**config.mk**
```make
export PLATFORM = sky130hd
export DESIGN_NAME = dbus_uart_tx
export DESIGN_NICKNAME = d
export VERILOG_FILES = /design/src/rtl/dbus_uart_tx.sv
export SDC_FILE = /design/constraint.sdc
export NUM_CORES = 1
export LEC_CHECK = 0
export CAP_MARGIN = 5
export CORE_ASPECT_RATIO = 0.9
export CORE_UTILIZATION = 40
export DETAILED_ROUTE_END_ITERATION = 7
export DONT_BUFFER_PORTS = 1
export PLACE_DENSITY = 0.53
export SLEW_MARGIN = 20
export SYNTH_ARGS = -nofsm -noshare
export SYNTH_HDL_FRONTEND = slang
export SYNTH_SLANG_ARGS = --single-unit
```
**constraint.sdc**
```tcl
create_clock -name clk -period 4 [get_ports clk]
set_input_delay 1.2 -clock clk [delete_from_list [all_inputs] [get_ports clk]]
set_output_delay 1.2 -clock clk [all_outputs]
set_load 0.005 [all_outputs]
```
**src/rtl/dbus_uart_tx.sv**
```systemverilog
// Memory-mapped 8N1 UART transmitter on the data-memory port: stores push bytes
// into a TX FIFO, loads read status combinationally in the same cycle.
module dbus_uart_tx #(
  parameter logic [31:0] BASE_ADDR   = 32'h1000_0000,
  parameter int unsigned FIFO_DEPTH  = 16,
  parameter logic [15:0] DEFAULT_DIV = 16'd434
) (
  input  logic        clk,
  input  logic        rst_n,
  input  logic        we,
  input  logic [31:0] a,
  input  logic [3:0]  be,
  input  logic [31:0] wd,
  output logic [31:0] rd,
  output logic        tx,
  output logic        irq
);

  localparam int unsigned PW = $clog2(FIFO_DEPTH);
  localparam int unsigned CW = PW + 1;

  typedef enum logic [1:0] {ST_IDLE, ST_START, ST_DATA, ST_STOP} state_e;

  state_e        state_q, state_d;
  logic [15:0]   timer_q, timer_d;
  logic [7:0]    shift_q, shift_d;
  logic [2:0]    bit_idx_q, bit_idx_d;
  logic [PW-1:0] wr_ptr_q, rd_ptr_q;
  logic [CW-1:0] count_q;
  logic          overflow_q;
  logic [15:0]   baud_div_q;
  logic          tx_en_q, irq_en_q;
  logic [7:0]    mem_q [FIFO_DEPTH];

  logic        sel, wr_sel, push, push_ok, pop, full, empty, busy, ovf_clr;
  logic [1:0]  off;
  logic [15:0] div_eff, reload;
  logic [31:0] status;
  logic        unused_bits;

  assign sel     = (a[31:4] == BASE_ADDR[31:4]);
  assign off     = a[3:2];
  assign wr_sel  = we & sel;
  assign push    = wr_sel & (off == 2'd0) & be[0];
  assign full    = (count_q == CW'(FIFO_DEPTH));
  assign empty   = (count_q == '0);
  assign push_ok = push & ~full;
  assign ovf_clr = wr_sel & (off == 2'd1) & be[0] & wd[3];
  assign busy    = (state_q != ST_IDLE);
  assign irq     = irq_en_q & empty & ~busy;

  assign div_eff = (baud_div_q == '0) ? 16'd1 : baud_div_q;
  assign reload  = div_eff - 16'd1;

  assign unused_bits = ^{a[1:0], be[3:2], wd[31:16]};

  assign status = {23'd0, 5'(count_q), overflow_q, busy, empty, full};

  always_comb begin
    rd = '0;
    if (sel) begin
      unique case (off)
        2'd0: rd = '0;
        2'd1: rd = status;
        2'd2: rd = {16'd0, baud_div_q};
        2'd3: rd = {30'd0, irq_en_q, tx_en_q};
      endcase
    end
  end

  // NOTE: every sequential block uses non-blocking assignments so all registers
  // update together from pre-edge values, independent of block ordering.
  always_ff @(posedge clk or negedge rst_n) begin
    if (!rst_n) begin
      state_q   <= ST_IDLE;
      timer_q   <= '0;
      shift_q   <= '0;
      bit_idx_q <= '0;
    end else begin
      state_q   <= state_d;
      timer_q   <= timer_d;
      shift_q   <= shift_d;
      bit_idx_q <= bit_idx_d;
    end
  end

  // NOTE: every signal driven here gets a default first, so no path through the
  // case statement can leave one unassigned and infer a latch.
  always_comb begin
    state_d   = state_q;
    timer_d   = timer_q;
    shift_d   = shift_q;
    bit_idx_d = bit_idx_q;
    pop       = 1'b0;
    tx        = 1'b1;
    unique case (state_q)
      ST_IDLE: begin
        if (tx_en_q && !empty) begin
          pop     = 1'b1;
          shift_d = mem_q[rd_ptr_q];
          timer_d = reload;
          state_d = ST_START;
        end
      end
      ST_START: begin
        tx = 1'b0;
        if (timer_q == '0) begin
          timer_d   = reload;
          bit_idx_d = '0;
          state_d   = ST_DATA;
        end else begin
          timer_d = timer_q - 16'd1;
        end
      end
      ST_DATA: begin
        tx = shift_q[0];
        if (timer_q == '0) begin
          timer_d   = reload;
          shift_d   = shift_q >> 1;
          bit_idx_d = bit_idx_q + 3'd1;
          if (bit_idx_q == 3'd7) state_d = ST_STOP;
        end else begin
          timer_d = timer_q - 16'd1;
        end
      end
      ST_STOP: begin
        if (timer_q == '0) state_d = ST_IDLE;
        else               timer_d = timer_q - 16'd1;
      end
      default: state_d = ST_IDLE;
    endcase
  end

  // NOTE: the FIFO storage has no reset; the pointers and count alone decide
  // which entries are valid, so clearing the array would only cost logic.
  always_ff @(posedge clk) begin
    if (push_ok) mem_q[wr_ptr_q] <= wd[7:0];
  end

  always_ff @(posedge clk or negedge rst_n) begin
    if (!rst_n) begin
      wr_ptr_q   <= '0;
      rd_ptr_q   <= '0;
      count_q    <= '0;
      overflow_q <= 1'b0;
      baud_div_q <= DEFAULT_DIV;
      tx_en_q    <= 1'b1;
      irq_en_q   <= 1'b0;
    end else begin
      if (push_ok) wr_ptr_q <= wr_ptr_q + PW'(1);
      if (pop)     rd_ptr_q <= rd_ptr_q + PW'(1);
      unique case ({push_ok, pop})
        2'b10:   count_q <= count_q + CW'(1);
        2'b01:   count_q <= count_q - CW'(1);
        default: count_q <= count_q;
      endcase
      // A push that hits a full FIFO wins over a same-cycle clear.
      if (push && full) overflow_q <= 1'b1;
      else if (ovf_clr) overflow_q <= 1'b0;
      if (wr_sel && off == 2'd2) begin
        if (be[0]) baud_div_q[7:0]  <= wd[7:0];
        if (be[1]) baud_div_q[15:8] <= wd[15:8];
      end
      if (wr_sel && off == 2'd3 && be[0]) begin
        tx_en_q  <= wd[0];
        irq_en_q <= wd[1];
      end
    end
  end

endmodule

```
==> results of run 1 <==
==> path summary, 6_finish.rpt <==
check                                start             to  slack, ns  depth (start not counted)
min in group clk                  irq_en_q       irq_en_q       0.53                          1
worst max register to register  count_q[0]     count_q[4]       0.78                         10
max in group asynchronous            rst_n  baud_div_q[8]       3.32                          0
worst max-delay path                  a[5]         rd[15]       0.23                          5
worst min-delay path                 rst_n     shift_q[1]       0.47                          0
worst min register to register    irq_en_q       irq_en_q       0.53                          1
==> state kept, by name, indices dropped and copies added (netlist names), 2 cells and up <==
| name | count |
|---|---|
| mem_q | 128 |
| wr_ptr_q | 4 |
| bit_idx_q | 3 |
| shift_q | 8 |
| baud_div_q | 16 |
| rd_ptr_q | 4 |
| timer_q | 16 |
| count_q | 5 |
| state_q | 2 |
==> area by class of cell <==
class,count,area (um^2),share of cell area
clock buffers,18,429,0.0432
well taps,297,372,0.0374
flip-flops and latches,189,5380,0.542
inverters,14,52.6,0.00529
multi-input cells,431,3500,0.352
clock inverters,13,148,0.0149
repair buffers,7,52.6,0.00529
==> routing by layer <==
layer  global-route usage  wire length [um]  up-vias
met5                    0                 0        -
met3               0.0311               781       21
li1                     -                 -     2542
met1                0.255              9390     2816
met4               0.0392               261        0
met2                0.275              9370      156
==> cell usage in the layout (no fill, tap or decap), drive strengths merged, types with 4 or more instances in the layout <==
cell,synthesis,routed
clkinv,1,5
xor2,11,11
buf,36,7
nor4,23,23
nor2b,18,18
mux2i,10,10
a211oi,20,20
a21oi,15,15
dfstp,6,6
and4,6,6
dfrtp,55,55
a22o,11,11
xnor2,9,9
nand3,8,8
nor3,13,13
nand2,21,21
clkbuf,13,18
a22oi,12,12
o21ai,29,29
mux2,23,23
nor2,57,57
and2,9,9
o2bb2ai,4,4
edfxtp,128,128
inv,13,21
o32ai,5,5
and3,11,11
nand4,5,5
ha,18,18
conb,1,16
mux4,28,28
==> where the power goes <==
group / internal, mW / total [mW] / switching [mW]
Clock: 0.886 / 1.67 / 0.783
Combinational: 0.00339 / 0.0119 / 0.00847
Sequential: 2.09 / 2.09 / 0.00000000693
==> critical path: cells and delay by family <==
family | cells | cell delay [ns]
and+or+nand+nor | 5 | 1.37
==> per-stage QoR <==
stage	hold WS, ns	util
after global placement	0.497	0.417
after global routing	0.439	0.442
after detailed placement	0.506	0.417
after floorplan	0.481	-
after CTS	0.447	0.442
final	0.466	0.442
==> kinds of logic after synthesis <==
| group | count (synthesis) | share of synthesized area |
|---|---|---|
| multiplexers | 61 | 0.108 |
| AND/OR/NAND/NOR | 194 | 0.126 |
| other | 1 | 0.000409 |
| adder cells (fa/ha/maj) | 19 | 0.0268 |
| XOR/XNOR | 20 | 0.0191 |
| AO/OA/AOI/OAI | 121 | 0.0956 |
| buffers and inverters | 63 | 0.0369 |
| flip-flops | 189 | 0.587 |
==> impl_metrics.env, run 1 <==
export IMPL_period_needed_ns=3.77
export IMPL_cts_max_path_buffers=2
export IMPL_grt_pass1_wl_um=31500
export IMPL_drive_above_1_share=0.173
export IMPL_dp_final_hpwl_um=13500
export IMPL_drc=0
export IMPL_tightest_slew_ns=0.993
export IMPL_synth_seq_cells=189
export IMPL_wl_um=19800
export IMPL_hold_path_class="input port to asynchronous set/reset pin"
export IMPL_postCtsSetupBuffers=0
export IMPL_arrival_ns=2.57
export IMPL_crit_path_max_incr_delay_ns=0.37
export IMPL_fin_total_pwr_mw=3.77
export IMPL_rsz0062_at_grt="no"
export IMPL_nNetsFinal=750
export IMPL_n_fill_cell=2009
export IMPL_cts_root_buf="clkbuf_16"
export IMPL_synth_area_leaders="edfxtp_1 (42%), dfrtp_1 (15%), mux4_2 (6.9%)"
export IMPL_ys_flop_type="edfxtp_1"
export IMPL_htreeDepth=4
export IMPL_numCtsBuffers=17
export IMPL_synthArstFlopShare=0.323
export IMPL_dr_pass1_iters=5
export IMPL_initial_core_util=0.408
export IMPL_critPathKind="input port to primary output"
export IMPL_gp_congestion=0.817
export IMPL_timing_final_crit_share=0.942
export IMPL_yosysMostFrequentCell="edfxtp_1"
export IMPL_holdBufCountCts=0
export IMPL_power_density_nw_per_um2=380
export IMPL_die_area_um2=23500
export IMPL_max_cap_violations=0
export IMPL_leakagePower_nw=3.60
export IMPL_pin_count=105
export IMPL_cp_cell_sequence="nor4_1 -> nand4_1 -> or2_1 -> nor2_1 -> and2_1"
export IMPL_synth_edf_count=128
export IMPL_place_ws_ns=0.102
export IMPL_worstPathRequired_ns=2.80
export IMPL_yosys_top_cells_count="edfxtp_1 (128), dfrtp_1 (55), nor2_1 (55)"
export IMPL_grt_max_degree=62
export IMPL_slowest_stage="nor2_1"
export IMPL_antenna_found_initial=0
export IMPL_crit_path_start_kind="input port"
export IMPL_clkTransAtPathRegs_ns=0.07
export IMPL_maxSlewHeadroom=0.338
export IMPL_max_freq_ghz=0.265
export IMPL_grt_ovfl_total=0
export IMPL_finalSetupViolCount=0
export IMPL_cts_resized=0
export IMPL_synthDistinctLibCells=79
export IMPL_syn_area_um2=9160
export IMPL_num_rows=52
export IMPL_numPortBuffers=0
export IMPL_finalHoldViolCount=0
export IMPL_wl_per_cell_um=20.4
export IMPL_die_w_um=162
export IMPL_synth_seq_area_share=0.587
export IMPL_insertedDiodeCount=0
export IMPL_num_vias=5535
export IMPL_yosys_area_top_type="edfxtp_1"
export IMPL_fin_area_um2=9930
export IMPL_vdd_drop_max_uv=313
export IMPL_fin_skew_ns=0.0153
export IMPL_synth_warnings=0
export IMPL_status="finished, final reports clean"
export IMPL_crit_fanout=7
export IMPL_worstSetupEndpointType="primary output"
export IMPL_netlist_area_leader_share=0.420
export IMPL_placed_cells_incl_taps=938
export IMPL_drtAntennaViolNets=0
export IMPL_clock_sinks=189
export IMPL_die_h_um=146
export IMPL_area_growth_syn_to_layout_pct=8.44
export IMPL_fp_coreArea_um2=22400
export IMPL_drv_slew=0
export IMPL_drtIter0Drc=596
export IMPL_routed_via_density=5.71
export IMPL_globalRouteTotalUtil=0.176
export IMPL_setup_tns_ns=0
export IMPL_layout_setup_ws_ns=0.231
export IMPL_syn_inst=668
export IMPL_cts_tree="yes"
export IMPL_grt_pass1_vias=5473
export IMPL_dpl_cell_area_um2=9360
export IMPL_avgSynthCellArea_um2=13.7
export IMPL_fin_cells=969
export IMPL_insertion_delay_ns=0.43
Power figures use the tool's default switching activity.
==> run 2: changes to the inputs <==
==> constraint.sdc (replaced) <==
create_clock -name clk -period 3.93 [get_ports clk]
set_input_delay 1.179 -clock clk [delete_from_list [all_inputs] [get_ports clk]]
set_output_delay 1.179 -clock clk [all_outputs]
set_load 0.005 [all_outputs]
==> impl_metrics.env, run 2 (same netlist as run 1, synthesis figures left out) <==
export IMPL_status="finished, final reports clean"
export IMPL_arrival_ns=2.49
export IMPL_p_clk_frac=0.436
export IMPL_globalRouteTotalUtil=0.176
export IMPL_num_rows=52
export IMPL_layout_commonest_cell="edfxtp_1"
export IMPL_wl_met2_um=9330
export IMPL_pin_count=105
export IMPL_comb_power_share=0.003
export IMPL_numCtsBuffers=17
export IMPL_max_cap_violations=0
export IMPL_grt_pass1_vias=5490
export IMPL_cp_cell_sequence="nor4_1 -> nand4_1 -> or2_1 -> nor2_1 -> and2_1"
export IMPL_crit_path_start_kind="input port"
export IMPL_finalHoldViolCount=0
export IMPL_worstPathRequired_ns=2.75
export IMPL_final_cell_mix="edfxtp_1 (128), nor2_1 (55), dfrtp_1 (54)"
export IMPL_grt_max_degree=62
export IMPL_drive_above_1_share=0.178
export IMPL_numPortBuffers=0
export IMPL_vdd_drop_max_uv=312
export IMPL_drc=0
export IMPL_dr_pass1_iters=4
export IMPL_regMostFlops="mem_q"
export IMPL_seq_power_share=0.561
export IMPL_hold_path_class="input port to asynchronous set/reset pin"
export IMPL_clock_sinks=189
export IMPL_fin_util=0.443
export IMPL_dpl_cell_area_um2=9370
export IMPL_grt_ovfl_total=0
export IMPL_rsz0062_at_grt="no"
export IMPL_cp_num_buf_inv=0
export IMPL_die_h_um=146
export IMPL_power_switching_mw=0.818
export IMPL_fin_area_um2=9940
export IMPL_intPower_mw=2.98
export IMPL_cts_max_path_buffers=2
export IMPL_period_needed_ns=3.67
export IMPL_largest_register_ff_count=128
export IMPL_insertion_delay_ns=0.43
export IMPL_cts_root_buf="clkbuf_16"
export IMPL_worstSetupEndpointType="primary output"
export IMPL_drt_met1_wl_um=9400
export IMPL_finalSetupViolCount=0
export IMPL_setup_tns_ns=0
export IMPL_antenna_found_initial=0
export IMPL_maxSlewHeadroom=0.342
export IMPL_netSwitchingFraction=0.216
export IMPL_slowest_stage="nor2_1"
export IMPL_wl_per_cell_um=20.4
export IMPL_htreeDepth=4
export IMPL_fin_skew_ns=0.00777
export IMPL_max_freq_ghz=0.272
export IMPL_postCtsSetupBuffers=0
export IMPL_fp_coreArea_um2=22400
export IMPL_area_growth_syn_to_layout_pct=8.54
export IMPL_dp_final_hpwl_um=13600
export IMPL_drtIter0Drc=410
export IMPL_die_w_um=162
export IMPL_critPathKind="input port to primary output"
export IMPL_tightest_slew_ns=0.988
export IMPL_routed_via_density=5.73
export IMPL_largestRegisters="mem_q x128, baud_div_q x16, timer_q x16"
export IMPL_timing_final_crit_share=0.934
export IMPL_power_density_nw_per_um2=382
export IMPL_leakagePower_nw=3.60
export IMPL_gp_congestion=0.801
export IMPL_die_area_um2=23500
export IMPL_drv_slew=0
export IMPL_initial_core_util=0.408
export IMPL_wl_um=19800
export IMPL_grt_pass1_wl_um=31300
export IMPL_clkTransAtPathRegs_ns=0.07
export IMPL_wl_met3_um=865
export IMPL_cts_resized=0
export IMPL_insertedDiodeCount=0
export IMPL_cts_tree="yes"
export IMPL_nNetsFinal=751
export IMPL_crit_family="simple AND/OR/NAND/NOR gates"
export IMPL_crit_path_max_incr_delay_ns=0.35
export IMPL_num_vias=5562
export IMPL_crit_fanout=7
export IMPL_top_layer="met4"
export IMPL_holdBufCountCts=0
export IMPL_drtAntennaViolNets=0
## run 2: cell count changes in the layout (fill, tap and decap cells not counted), sizes merged
cell and delta:
clkinv +4, buf +1, bufinv -1, clkbuf -1, inv -1
## run 2: worst paths after layout
check	from	endpoint	slack, ns	depth (start not counted)
worst max-delay path	a[14]	rd[12]	0.26	5
worst min-delay path	rst_n	timer_q[13]	0.45	0
worst max register to register	count_q[0]	count_q[4]	0.78	10
worst min register to register	bit_idx_q[1]	bit_idx_q[1]	0.52	1
max in group asynchronous	rst_n	baud_div_q[7]	3.29	0
min in group clk	bit_idx_q[1]	bit_idx_q[1]	0.52	1
## run 2: power by group through the flow
| stage | clock network [mW] | logic (mW) | registers, mW |
|---|---|---|---|
| after floorplan | 0 | 0.0241 | 2.17 |
| after CTS | 1.69 | 0.0120 | 2.13 |
| after global placement | 0 | 0.0117 | 2.17 |
| final | 1.65 | 0.0124 | 2.13 |
| after detailed placement | 0 | 0.0119 | 2.17 |
| after global routing | 1.76 | 0.0142 | 2.13 |
## run 2: final cells by class
class                      instances  area (um^2)
multi-input combinational        431         3500
tap                              297          372
fill                            2019        12500
timing repair buffer               8         60.1
clock inverter                    15          148
clock buffer                      17          425
inverter                          14         52.6
sequential                       189         5380
## run 2: layer usage
layer,vias up,GRT usage
met3,20,0.0274
met2,179,0.275
met1,2820,0.255
met4,0,0.0481
li1,2543,-
met5,-,0
## run 2: metrics by stage
step                      total power, mW  setup WS, ns  hold WS (ns)  std cells
final                                3.79         0.258         0.448        971
after global routing                 3.90         0.124         0.424        971
after CTS                            3.82         0.234         0.424        971
after detailed placement             2.18         0.147         0.511        939
after global placement               2.18         0.185         0.498        939
after floorplan                      2.19        0.0413         0.481        683
